--- src/rtl/mem_arbiter_if.sv ---
// mem_arbiter_if
//   Bundles the request and bus signals that connect mem_arbiter to the fetch
//   stage, the memory stage and the external single-port memory bus.
//
//   Handshake: the fetch and data requesters raise x_req and hold their
//   address/data stable until x_gnt. On the bus side, bus_valid and its payload
//   stay stable until the cycle in which bus_ready is high. That cycle completes
//   the transfer. bus_rdata is only meaningful in that cycle.
//
//   Modports:
//     master - the arbiter: drives grants, read data, stalls, bus request, bus_err
//     slave  - the environment: drives requests, bus_ready, bus_rdata
interface mem_arbiter_if;
  logic        if_req;
  logic [31:0] if_addr;
  logic        if_gnt;
  logic [31:0] if_rdata;

  logic        dm_req;
  logic        dm_we;
  logic [31:0] dm_addr;
  logic [31:0] dm_wdata;
  logic        dm_gnt;
  logic [31:0] dm_rdata;

  logic        bus_valid;
  logic        bus_we;
  logic [31:0] bus_addr;
  logic [31:0] bus_wdata;
  logic        bus_ready;
  logic [31:0] bus_rdata;

  logic        stall_f;
  logic        stall_m;
  logic        bus_err;

  modport master (
    input  if_req, if_addr, dm_req, dm_we, dm_addr, dm_wdata, bus_ready, bus_rdata,
    output if_gnt, if_rdata, dm_gnt, dm_rdata, bus_valid, bus_we, bus_addr,
           bus_wdata, stall_f, stall_m, bus_err
  );

  modport slave (
    output if_req, if_addr, dm_req, dm_we, dm_addr, dm_wdata, bus_ready, bus_rdata,
    input  if_gnt, if_rdata, dm_gnt, dm_rdata, bus_valid, bus_we, bus_addr,
           bus_wdata, stall_f, stall_m, bus_err
  );
endinterface

--- src/rtl/mem_arbiter.sv ---
// mem_arbiter
//   Serializes instruction fetches and data loads/stores onto one memory bus.
//   Data requests win by default. After STARVE_LIMIT consecutive data grants
//   with a fetch waiting, the fetch is forced through.
//
//   Ports:
//     clk            - clock
//     rst            - synchronous, active-low reset
//     bus_if         - mem_arbiter_if.master: requests, grants, bus, stalls, bus_err
//     dbg_state      - current FSM state (0 IDLE, 1 BUSY_I, 2 BUSY_D)
//     dbg_starve_cnt - current starvation counter value
//
//   Optional feature: define ARB_TIMEOUT_EN to abort a transfer after TIMEOUT
//   wait cycles. An abort returns to IDLE, pulses bus_err and issues no grant.
//   Without this macro, bus_err is tied to 0 and the arbiter waits for
//   bus_ready indefinitely.
module mem_arbiter #(
  parameter int STARVE_LIMIT = 4,
  parameter int TIMEOUT      = 16
) (
  input  logic          clk,
  input  logic          rst,
  mem_arbiter_if.master bus_if,
  output logic [1:0]    dbg_state,
  output logic [2:0]    dbg_starve_cnt
);

  if (STARVE_LIMIT < 1 || STARVE_LIMIT > 7) begin : g_bad_starve_limit
    $error("mem_arbiter: STARVE_LIMIT must fit the 3-bit counter (1..7)");
  end
  if (TIMEOUT < 1 || TIMEOUT > 31) begin : g_bad_timeout
    $error("mem_arbiter: TIMEOUT must fit the 5-bit wait counter (1..31)");
  end

  typedef enum logic [1:0] {
    IDLE   = 2'd0,
    BUSY_I = 2'd1,
    BUSY_D = 2'd2
  } state_t;

  localparam logic [2:0] STARVE_MAX = 3'(STARVE_LIMIT);

  state_t      state_q;
  logic        bus_valid_q;
  logic        bus_we_q;
  logic [31:0] bus_addr_q;
  logic [31:0] bus_wdata_q;
  logic [2:0]  starve_q;

  logic done_i;
  logic done_d;
  logic pick_i;
  logic abort;

  // A transfer completes in the bus_ready cycle. The grant is gated by rst so
  // that a transfer aborted by reset never reports completion.
  assign done_i = rst && (state_q == BUSY_I) && bus_if.bus_ready;
  assign done_d = rst && (state_q == BUSY_D) && bus_if.bus_ready;

  // Fetch wins from IDLE only when it is alone or has been starved long enough.
  assign pick_i = bus_if.if_req && (!bus_if.dm_req || (starve_q == STARVE_MAX));

`ifdef ARB_TIMEOUT_EN
  logic [4:0] wait_q;
  logic       bus_err_q;

  // Abort on the edge where the wait count would reach TIMEOUT. bus_err then
  // shows in the first IDLE cycle after the abort.
  assign abort = (state_q != IDLE) && !bus_if.bus_ready && (wait_q == 5'(TIMEOUT - 1));

  always_ff @(posedge clk) begin
    if (!rst) begin
      wait_q    <= '0;
      bus_err_q <= 1'b0;
    end else begin
      bus_err_q <= abort;
      if (state_q == IDLE || abort || bus_if.bus_ready) begin
        wait_q <= '0;
      end else begin
        wait_q <= wait_q + 5'd1;
      end
    end
  end

  assign bus_if.bus_err = bus_err_q;
`else
  assign abort          = 1'b0;
  assign bus_if.bus_err = 1'b0;
`endif

  always_ff @(posedge clk) begin
    if (!rst) begin
      state_q     <= IDLE;
      bus_valid_q <= 1'b0;
      bus_we_q    <= 1'b0;
      bus_addr_q  <= '0;
      bus_wdata_q <= '0;
      starve_q    <= '0;
    end else begin
      case (state_q)
        IDLE: begin
          if (!bus_if.if_req) begin
            starve_q <= '0;
          end
          if (bus_if.if_req || bus_if.dm_req) begin
            bus_valid_q <= 1'b1;
            if (pick_i) begin
              state_q     <= BUSY_I;
              bus_we_q    <= 1'b0;
              bus_addr_q  <= bus_if.if_addr;
              bus_wdata_q <= '0;
            end else begin
              state_q     <= BUSY_D;
              bus_we_q    <= bus_if.dm_we;
              bus_addr_q  <= bus_if.dm_addr;
              bus_wdata_q <= bus_if.dm_wdata;
            end
          end
        end
        BUSY_I, BUSY_D: begin
          if (bus_if.bus_ready || abort) begin
            state_q     <= IDLE;
            bus_valid_q <= 1'b0;
          end
          if (done_i) begin
            starve_q <= '0;
          end else if (done_d && bus_if.if_req && (starve_q != STARVE_MAX)) begin
            starve_q <= starve_q + 3'd1;
          end
        end
        default: begin
          state_q     <= IDLE;
          bus_valid_q <= 1'b0;
        end
      endcase
    end
  end

  assign bus_if.bus_valid = bus_valid_q;
  assign bus_if.bus_we    = bus_we_q;
  assign bus_if.bus_addr  = bus_addr_q;
  assign bus_if.bus_wdata = bus_wdata_q;

  assign bus_if.if_gnt   = done_i;
  assign bus_if.dm_gnt   = done_d;
  assign bus_if.if_rdata = done_i ? bus_if.bus_rdata : 32'h0;
  assign bus_if.dm_rdata = done_d ? bus_if.bus_rdata : 32'h0;

  assign bus_if.stall_f = bus_if.if_req && !done_i;
  assign bus_if.stall_m = bus_if.dm_req && !done_d;

  assign dbg_state      = state_q;
  assign dbg_starve_cnt = starve_q;

endmodule

--- src/flat_wrapper.sv ---
// flat-port wrapper written by rule: the top's interface ports become plain ports
module mem_arbiter_flat 
#(
  parameter int STARVE_LIMIT = 4,
  parameter int TIMEOUT      = 16
)
  (clk, rst, dbg_state, dbg_starve_cnt, bus_if_if_req, bus_if_if_addr, bus_if_dm_req, bus_if_dm_we, bus_if_dm_addr, bus_if_dm_wdata, bus_if_bus_ready, bus_if_bus_rdata, bus_if_if_gnt, bus_if_if_rdata, bus_if_dm_gnt, bus_if_dm_rdata, bus_if_bus_valid, bus_if_bus_we, bus_if_bus_addr, bus_if_bus_wdata, bus_if_stall_f, bus_if_stall_m, bus_if_bus_err);
  mem_arbiter_if bus_if_i ();
  input  logic clk;
  input  logic rst;
  output logic [1:0] dbg_state;
  output logic [2:0] dbg_starve_cnt;
  input wire logic [$bits(bus_if_i.if_req)-1:0] bus_if_if_req;
  input wire logic [$bits(bus_if_i.if_addr)-1:0] bus_if_if_addr;
  input wire logic [$bits(bus_if_i.dm_req)-1:0] bus_if_dm_req;
  input wire logic [$bits(bus_if_i.dm_we)-1:0] bus_if_dm_we;
  input wire logic [$bits(bus_if_i.dm_addr)-1:0] bus_if_dm_addr;
  input wire logic [$bits(bus_if_i.dm_wdata)-1:0] bus_if_dm_wdata;
  input wire logic [$bits(bus_if_i.bus_ready)-1:0] bus_if_bus_ready;
  input wire logic [$bits(bus_if_i.bus_rdata)-1:0] bus_if_bus_rdata;
  output wire logic [$bits(bus_if_i.if_gnt)-1:0] bus_if_if_gnt;
  output wire logic [$bits(bus_if_i.if_rdata)-1:0] bus_if_if_rdata;
  output wire logic [$bits(bus_if_i.dm_gnt)-1:0] bus_if_dm_gnt;
  output wire logic [$bits(bus_if_i.dm_rdata)-1:0] bus_if_dm_rdata;
  output wire logic [$bits(bus_if_i.bus_valid)-1:0] bus_if_bus_valid;
  output wire logic [$bits(bus_if_i.bus_we)-1:0] bus_if_bus_we;
  output wire logic [$bits(bus_if_i.bus_addr)-1:0] bus_if_bus_addr;
  output wire logic [$bits(bus_if_i.bus_wdata)-1:0] bus_if_bus_wdata;
  output wire logic [$bits(bus_if_i.stall_f)-1:0] bus_if_stall_f;
  output wire logic [$bits(bus_if_i.stall_m)-1:0] bus_if_stall_m;
  output wire logic [$bits(bus_if_i.bus_err)-1:0] bus_if_bus_err;
  assign bus_if_i.if_req = bus_if_if_req;
  assign bus_if_i.if_addr = bus_if_if_addr;
  assign bus_if_i.dm_req = bus_if_dm_req;
  assign bus_if_i.dm_we = bus_if_dm_we;
  assign bus_if_i.dm_addr = bus_if_dm_addr;
  assign bus_if_i.dm_wdata = bus_if_dm_wdata;
  assign bus_if_i.bus_ready = bus_if_bus_ready;
  assign bus_if_i.bus_rdata = bus_if_bus_rdata;
  assign bus_if_if_gnt = bus_if_i.if_gnt;
  assign bus_if_if_rdata = bus_if_i.if_rdata;
  assign bus_if_dm_gnt = bus_if_i.dm_gnt;
  assign bus_if_dm_rdata = bus_if_i.dm_rdata;
  assign bus_if_bus_valid = bus_if_i.bus_valid;
  assign bus_if_bus_we = bus_if_i.bus_we;
  assign bus_if_bus_addr = bus_if_i.bus_addr;
  assign bus_if_bus_wdata = bus_if_i.bus_wdata;
  assign bus_if_stall_f = bus_if_i.stall_f;
  assign bus_if_stall_m = bus_if_i.stall_m;
  assign bus_if_bus_err = bus_if_i.bus_err;
  mem_arbiter #(.STARVE_LIMIT(STARVE_LIMIT), .TIMEOUT(TIMEOUT)) u_core (.clk(clk), .rst(rst), .bus_if(bus_if_i), .dbg_state(dbg_state), .dbg_starve_cnt(dbg_starve_cnt));
endmodule
--- config.mk ---
export PLATFORM = sky130hd
export DESIGN_NAME = mem_arbiter_flat
export DESIGN_NICKNAME = d
export VERILOG_FILES = /design/src/rtl/mem_arbiter_if.sv /design/src/rtl/mem_arbiter.sv /design/src/flat_wrapper.sv
export SDC_FILE = /design/constraint.sdc
export NUM_CORES = 1
export LEC_CHECK = 0
export BUFFER_PORTS_ARGS = -buffer_cell sky130_fd_sc_hd__buf_2
export CORE_AREA = 5 5 102 104
export DETAILED_ROUTE_END_ITERATION = 12
export DIE_AREA = 0 0 107 109
export HOLD_SLACK_MARGIN = 0.12
export PLACE_DENSITY = 0.77
export SETUP_SLACK_MARGIN = 0.1
export SYNTH_ARGS = -nofsm -noshare
export SYNTH_HDL_FRONTEND = slang
export SYNTH_SLANG_ARGS = --single-unit
--- constraint.sdc ---
create_clock -name clk -period 1.75 [get_ports clk]
set_input_delay 0 -clock clk [delete_from_list [all_inputs] [get_ports clk]]
set_output_delay 0 -clock clk [all_outputs]
set_load 0.05 [all_outputs]
==> impl_results.md, run 1 <==
* Status: finished clean
* Pre-CTS setup slack at between 0.15 and 0.2 ns
* Ratio of cells with drive above 1 in the final layout at 0.428
* Post-synthesis net count at slightly below 600
* DRT iter0 DRCs at 367
* FF-to-FF setup slack at 0.11 ns
* Residual DRC at 0
* Worst path cell trace: inv_4 > ha_4 > and3_4 > buf_6 > and2_1 > buf_6
* EDFF count, synth at 0
* Pint at ~3.1 mW
* Worst Path Buf+Inv at 3
* Root Buffer: clkbuf_8
* Critical path start-end classification: flop to primary output
* Most common cell after layout, fill and taps aside: buf_2
* CP Max Fanout at 10
* DRT antenna net count at 0
* First-pass GRT wire length at roughly 24 mm
* Post-Synth Adder-Cell Area at 0.0216
* Fill count at roughly 600
* Synth warnings at 0
* Yosys cell types at 29
* Worst slew pin tran at 0.617 ns
* Dpl cells at 806
* Critical Path AT at between 1.5 and 2 ns
* Yosys top cell area share at 0.409
* RD Place Congestion at about 0.90
* Via count at between 4000 and 5000
* DP HPWL at 9.13 mm
* Post-synthesis simple-gate area fraction at 0.307
* Setup crit start kind: flop
* Endpoints failing setup at 0
* Post-synthesis compound-gate area fraction at 0.200
* Finished Layout Cells at between 900 and 1000
* PnR worst setup slack at ~0.092 ns
* Syn Std Cell Area at 3470 µm²
* CP max-delay cell: dfxtp_4
* Largest net degree at the start of global routing at 76
* XOR/XNOR Fraction of Synth Area at 0
* Comb power frac at 0.381
* Layout area overhead at 94.9%
* Clk pwr share at 0.257
* RSZ-0062 raised after global routing: true
* Hold WC Path Type: input port to flop
* CP dominant cell by count: buf_6
* Clock buffer depth at 2
* Flop pwr share at 0.362
* Core box area at ~9500 µm²
* Final WL at approximately 17 mm
* Inserted Clock Buffers at 9
* WL/cell at around 19 µm
* DIE AREA at between 10000 and 15000 µm²
* CTS tree: done
* Initial Util at 0.367
* Ranking of synthesized cells by area: dfxtp_1 (41%), and2_1 (12%), nand2_1 (11%)
* Final worst path period share at 0.947
* Global-route usage over all layers at 0.259
* Crit end category: primary output
* Fin Setup TNS at 0 ns
* Ports at ~270
* Leakage power at 3.29 nW
* Async SR Flop Fraction at 0
* Fmax at around 600 MHz
* DR vias/cell at 5.31
* Clock slew seen by the registers of the worst setup and hold paths at about 0.08 ns
* Largest family of logic cells by synthesized area: simple AND/OR/NAND/NOR gates
* Nets at 949
* Clk Latency, worst-skew pair at between 0.3 and 0.4 ns
* Num rows at 36
* Setup Skew at 0.0100 ns
* Vias in the first global route at around 4700
* Min Clock Period, post-route at ~1.7 ns
* Ys flop type: dfxtp_1
* Drt first pass iters at 6
* Sequential fraction of the synthesis area at 0.409
* Max VDD drop at between 400 and 500 µV
* Most frequent cells in the layout: buf_2 (206), nand2_1 (102), dlygate4sd3_1 (98)
* Crit path max-delay family: simple AND/OR/NAND/NOR gates
* # clock sinks at slightly above 70
* Max incr delay on CP at 0.37 ns
* H-tree depth at 3
* Count of pins over their slew limit at 0
* Synthesized instance count at 452
* Multi-input gate area at 1930 µm²
* Power Density at 762 nW/µm²
* Max_cap viols at 0
* Final hold vios at 0
* Die height at between 100 and 150 µm
* Syn Area/Cell at ~7.7 µm²
* Mux contribution to synthesized area at 0
* NetSw at between 2 and 2.5 mW
* Sequential cell area at around 1400 µm²
* CP Data Required Time at about 1.8 ns
* Sw Ratio at 0.393
* Die Span X at between 100 and 150 µm
* Worst rel slew slack at 0.588
* Dominant cell type by area after synthesis: dfxtp_1
* Initial antenna violation count at 1
* IO Port Bufs at about 270
* Grt ovf at 0
* Yosys reg bits at approximately 70
[layer usage]
| layer | GRT usage | wire [µm] |
|---|---|---|
| met5 | 0 | 0 |
| met4 | 0.142 | 759 |
| met3 | 0.0746 | 1790 |
| met2 | 0.431 | 8450 |
| met1 | 0.300 | 6280 |
[kinds of logic (layout without fill, tap and decap cells)]
kind of cell               Yosys count  count (layout)
and+or+nand+nor                    218             218
other                                1               3
AOI/OAI and AO/OA                  109             109
DFF                                 71              71
buffers and inverters               47             409
adders and majority gates            6               6
[sequential cells by signal, indices dropped and copies added, names as in the netlist]
signal	flops
u_core.bus_if.bus_addr	32
u_core.bus_if.bus_wdata	32
u_core.dbg_starve_cnt	3
u_core.dbg_state	2
u_core.bus_if.bus_valid	1
u_core.bus_if.bus_we	1
[power groups by stage]
stage          clock, mW  sequential, mW  combinational [mW]
4_1_cts             1.36            1.86                1.82
5_1_grt             1.43            1.88                2.07
3_3_place_gp           0            1.89                1.59
6_report            1.33            1.87                1.96
2_1_floorplan          0            2.47               0.557
3_5_place_dp           0            1.89                1.61
[Yosys cell counts (3+ instances only)]
master      n
buf_2      23
nor2b_1     7
a21boi_0    7
and2_1     64
a21boi_1   26
ha_1        6
clkbuf_1   17
a31oi_1    32
o21ai_0    32
inv_1       5
dfxtp_1    71
nor2_1      3
nand3_1    34
nand2_1   103
[stage by stage]
step,hold slack (ns),cell area [µm²],util,power [mW]
final,0.216,6770,0.716,5.16
after global routing,0.236,6770,0.715,5.38
after CTS,0.185,6480,0.685,5.03
after detailed placement,0.263,4970,0.526,3.51
after global placement,0.255,4970,0.526,3.48
after floorplan,0.151,3520,-,3.02
[final timing paths]
kind,from,end,depth (start not counted)
setup / recovery,u_core.dbg_state[0],bus_if_dm_rdata[21],6
hold / removal,bus_if_bus_ready,u_core.bus_if.bus_valid,5
setup reg to reg,u_core.dbg_state[0],u_core.dbg_starve_cnt[0],5
hold reg to reg,u_core.bus_if.bus_we,u_core.bus_if.bus_we,2
[worst register-to-register path, stage by stage, from the launching register on]
cell and delay (ns):
dfxtp_4 0.38, inv_4 0.05, ha_1 0.25, a21o_1 0.22, or4_4 0.49, o22ai_1 0.18
[area by class of cell]
class                           instances  share of cell area
Multi-Input combinational cell        334               0.285
Tap cell                              114              0.0211
Inverter                                5             0.00314
Clock inverter                          6              0.0104
Clock buffer                           10              0.0189
Antenna cell                            2            0.000739
Timing Repair Buffer                  388               0.448
Sequential cell                        71               0.212
[repair_timing]
item,CTS,global route
endpoints found under the hold margin,68,0
hold buffers,98,0
gates cloned,1,4
resized for setup,109,46
setup buffers,0,3
endpoints found under the setup margin,68,83
pin swaps,0,2
(Power assumes the default switching activity.)
==> run 2: changes to the inputs <==
- BUFFER_PORTS_ARGS: -buffer_cell sky130_fd_sc_hd__buf_2 -> unset
- CORE_AREA: 5 5 102 104 -> 5 5 104 106
- DIE_AREA: 0 0 107 109 -> 0 0 109 111
- DONT_BUFFER_PORTS: unset -> 1
- PLACE_DENSITY: 0.77 -> unset
==> impl_results.md, run 2 (synthesis results as in run 1) <==
* Status: finished clean
* DRT antenna net count at 0 (unchanged)
* Power Density at 764 nW/µm² (+0.26%)
* # clock sinks at 71 (unchanged)
* Fmax at 603 MHz (about the same)
* Max VDD drop at 761 µV (+55%)
* Min Clock Period, post-route at 1.66 ns (-0.000619 ns)
* Hold WC Path Type: input port to flop
* Nets at 819 (-14%)
* WL/cell at 20.5 µm (+11%)
* Reg2Reg Launch Point: u_core.dbg_starve_cnt[0]
* Initial Util at 0.359 (-0.00854)
* Worst Setup SP: u_core.dbg_state[1]
* First-pass GRT wire length at 23.6 mm (-1.0%)
* DIE AREA at 12100 µm² (+3.7%)
* Most common cell after layout, fill and taps aside: nand2_1
* Drt first pass iters at 5 (-1)
* Pre-CTS setup slack at 0.151 ns (-0.00221 ns)
* Layout area overhead at 102%
* CTS tree: done
* Die height at 111 µm (+1.8%)
* Clk Latency, worst-skew pair at 0.34 ns (about the same)
* IO Port Bufs at 0 (-100%)
* DR vias/cell at 5.24 (-1.3%)
* Num rows at 36 (unchanged)
* Residual DRC at 0 (unchanged)
* Ratio of cells with drive above 1 in the final layout at 0.363 (-0.0649)
* Max_cap viols at 0 (unchanged)
* PnR worst setup slack at 0.0928 ns (+0.000619 ns)
* Endpoints failing setup at 0 (unchanged)
* Root Buffer: clkbuf_8
* Setup Skew at 0.00982 ns (-0.000181 ns)
* Crit end category: primary output
* Core box area at 9680 µm² (+2.4%)
* Hold Startpoint: bus_if_if_req
* Largest net degree at the start of global routing at 75 (-1.3%)
* Inserted Clock Buffers at 9 (unchanged)
* CP Max Fanout at 9 (-1)
* Fin Setup TNS at 0 ns (unchanged)
* Critical Path AT at 1.66 ns (about the same)
* Count of pins over their slew limit at 0 (unchanged)
* RD Place Congestion at 0.809 (-10%)
* Vias in the first global route at 4325 (-8.2%)
* Setup crit start kind: flop
* Grt ovf at 0 (unchanged)
* FF-to-FF setup slack at 0.14 ns (+0.03 ns)
* RSZ-0062 raised after global routing: true
* CP Data Required Time at 1.75 ns (about the same)
* Global-route usage over all layers at 0.250 (-0.00911)
* Final hold vios at 0 (unchanged)
* Final worst path period share at 0.947 (about the same)
* Die Span X at 109 µm (+1.9%)
* Most frequent cells in the layout: nand2_1 (103), dlygate4sd3_1 (101), buf_4 (81)
* Final WL at 16.8 mm (-2.5%)
* Ports at 274 (unchanged)
* H-tree depth at 3 (unchanged)
* Clock buffer depth at 2 (unchanged)
* Critical path start-end classification: flop to primary output
* Clock slew seen by the registers of the worst setup and hold paths at 0.08 ns (about the same)
* Initial antenna violation count at 3 (+2)
* Leakage power at 2.99 nW (-9.2%)
* Via count at 4296 (-13%)
* DP HPWL at 10.1 mm (+10%)
* DRT iter0 DRCs at 339 (-7.6%)
-- run 2: layout make-up --
cell class / count / area, µm²
Antenna cell: 3 / 7.51
Clock buffer: 10 / 138
Clock inverter: 6 / 90.1
Fill cell: 623 / 2660
Inverter: 5 / 21.3
Multi-Input combinational cell: 334 / 2010
Sequential cell: 71 / 1440
Tap cell: 133 / 166
Timing Repair Buffer: 258 / 3150
-- run 2: path summary, 6_finish.rpt --
path / depth (start not counted) / endpoint
setup / recovery: 6 / bus_if_if_rdata[16]
hold / removal: 4 / u_core.dbg_state[0]
setup reg to reg: 7 / u_core.bus_if.bus_addr[0]
hold reg to reg: 2 / u_core.bus_if.bus_wdata[26]
-- run 2: where the power goes --
group	internal [mW]	switching (mW)
clock	0.850	0.657
combinational	0.743	1.27
sequential	1.78	0.0657
-- run 2: worst max-delay path, stage by stage, from the launching register on --
cell and delay, ns:
dfxtp_4 0.38, inv_2 0.04, ha_1 0.18, and3_4 0.19, clkbuf_16 0.17, and2_2 0.21, buf_12 0.15
-- run 2: metal layers --
metal / global-route usage / vias to the layer above / routed length, µm
met5: 0 / - / 0
met4: 0.105 / 0 / 556
met3: 0.0798 / 48 / 1950
met2: 0.457 / 302 / 8780
met1: 0.254 / 1978 / 5540
li1: - / 1968 / -
-- run 2: per-stage QoR --
step / power (mW) / std cells / hold slack [ns] / cell area, µm² / util
after floorplan: 3.02 / 452 / 0.151 / 3520 / -
after global placement: 3.49 / 687 / 0.140 / 5390 / 0.557
after detailed placement: 3.52 / 687 / 0.148 / 5390 / 0.557
after CTS: 5.27 / 807 / 0.131 / 6730 / 0.695
after global routing: 5.59 / 820 / 0.169 / 7020 / 0.725
final: 5.36 / 820 / 0.162 / 7020 / 0.725
-- run 2: repair_timing --
| action | in CTS | in global routing |
|---|---|---|
| pin swaps | 0 | 1 |
| cloned | 1 | 4 |
| hold buffers | 103 | 0 |
| buffers inserted | 0 | 6 |
| gates resized for setup | 11 | 59 |
| endpoints found under the hold margin | 71 | 0 |
| setup endpoints to repair | 66 | 91 |
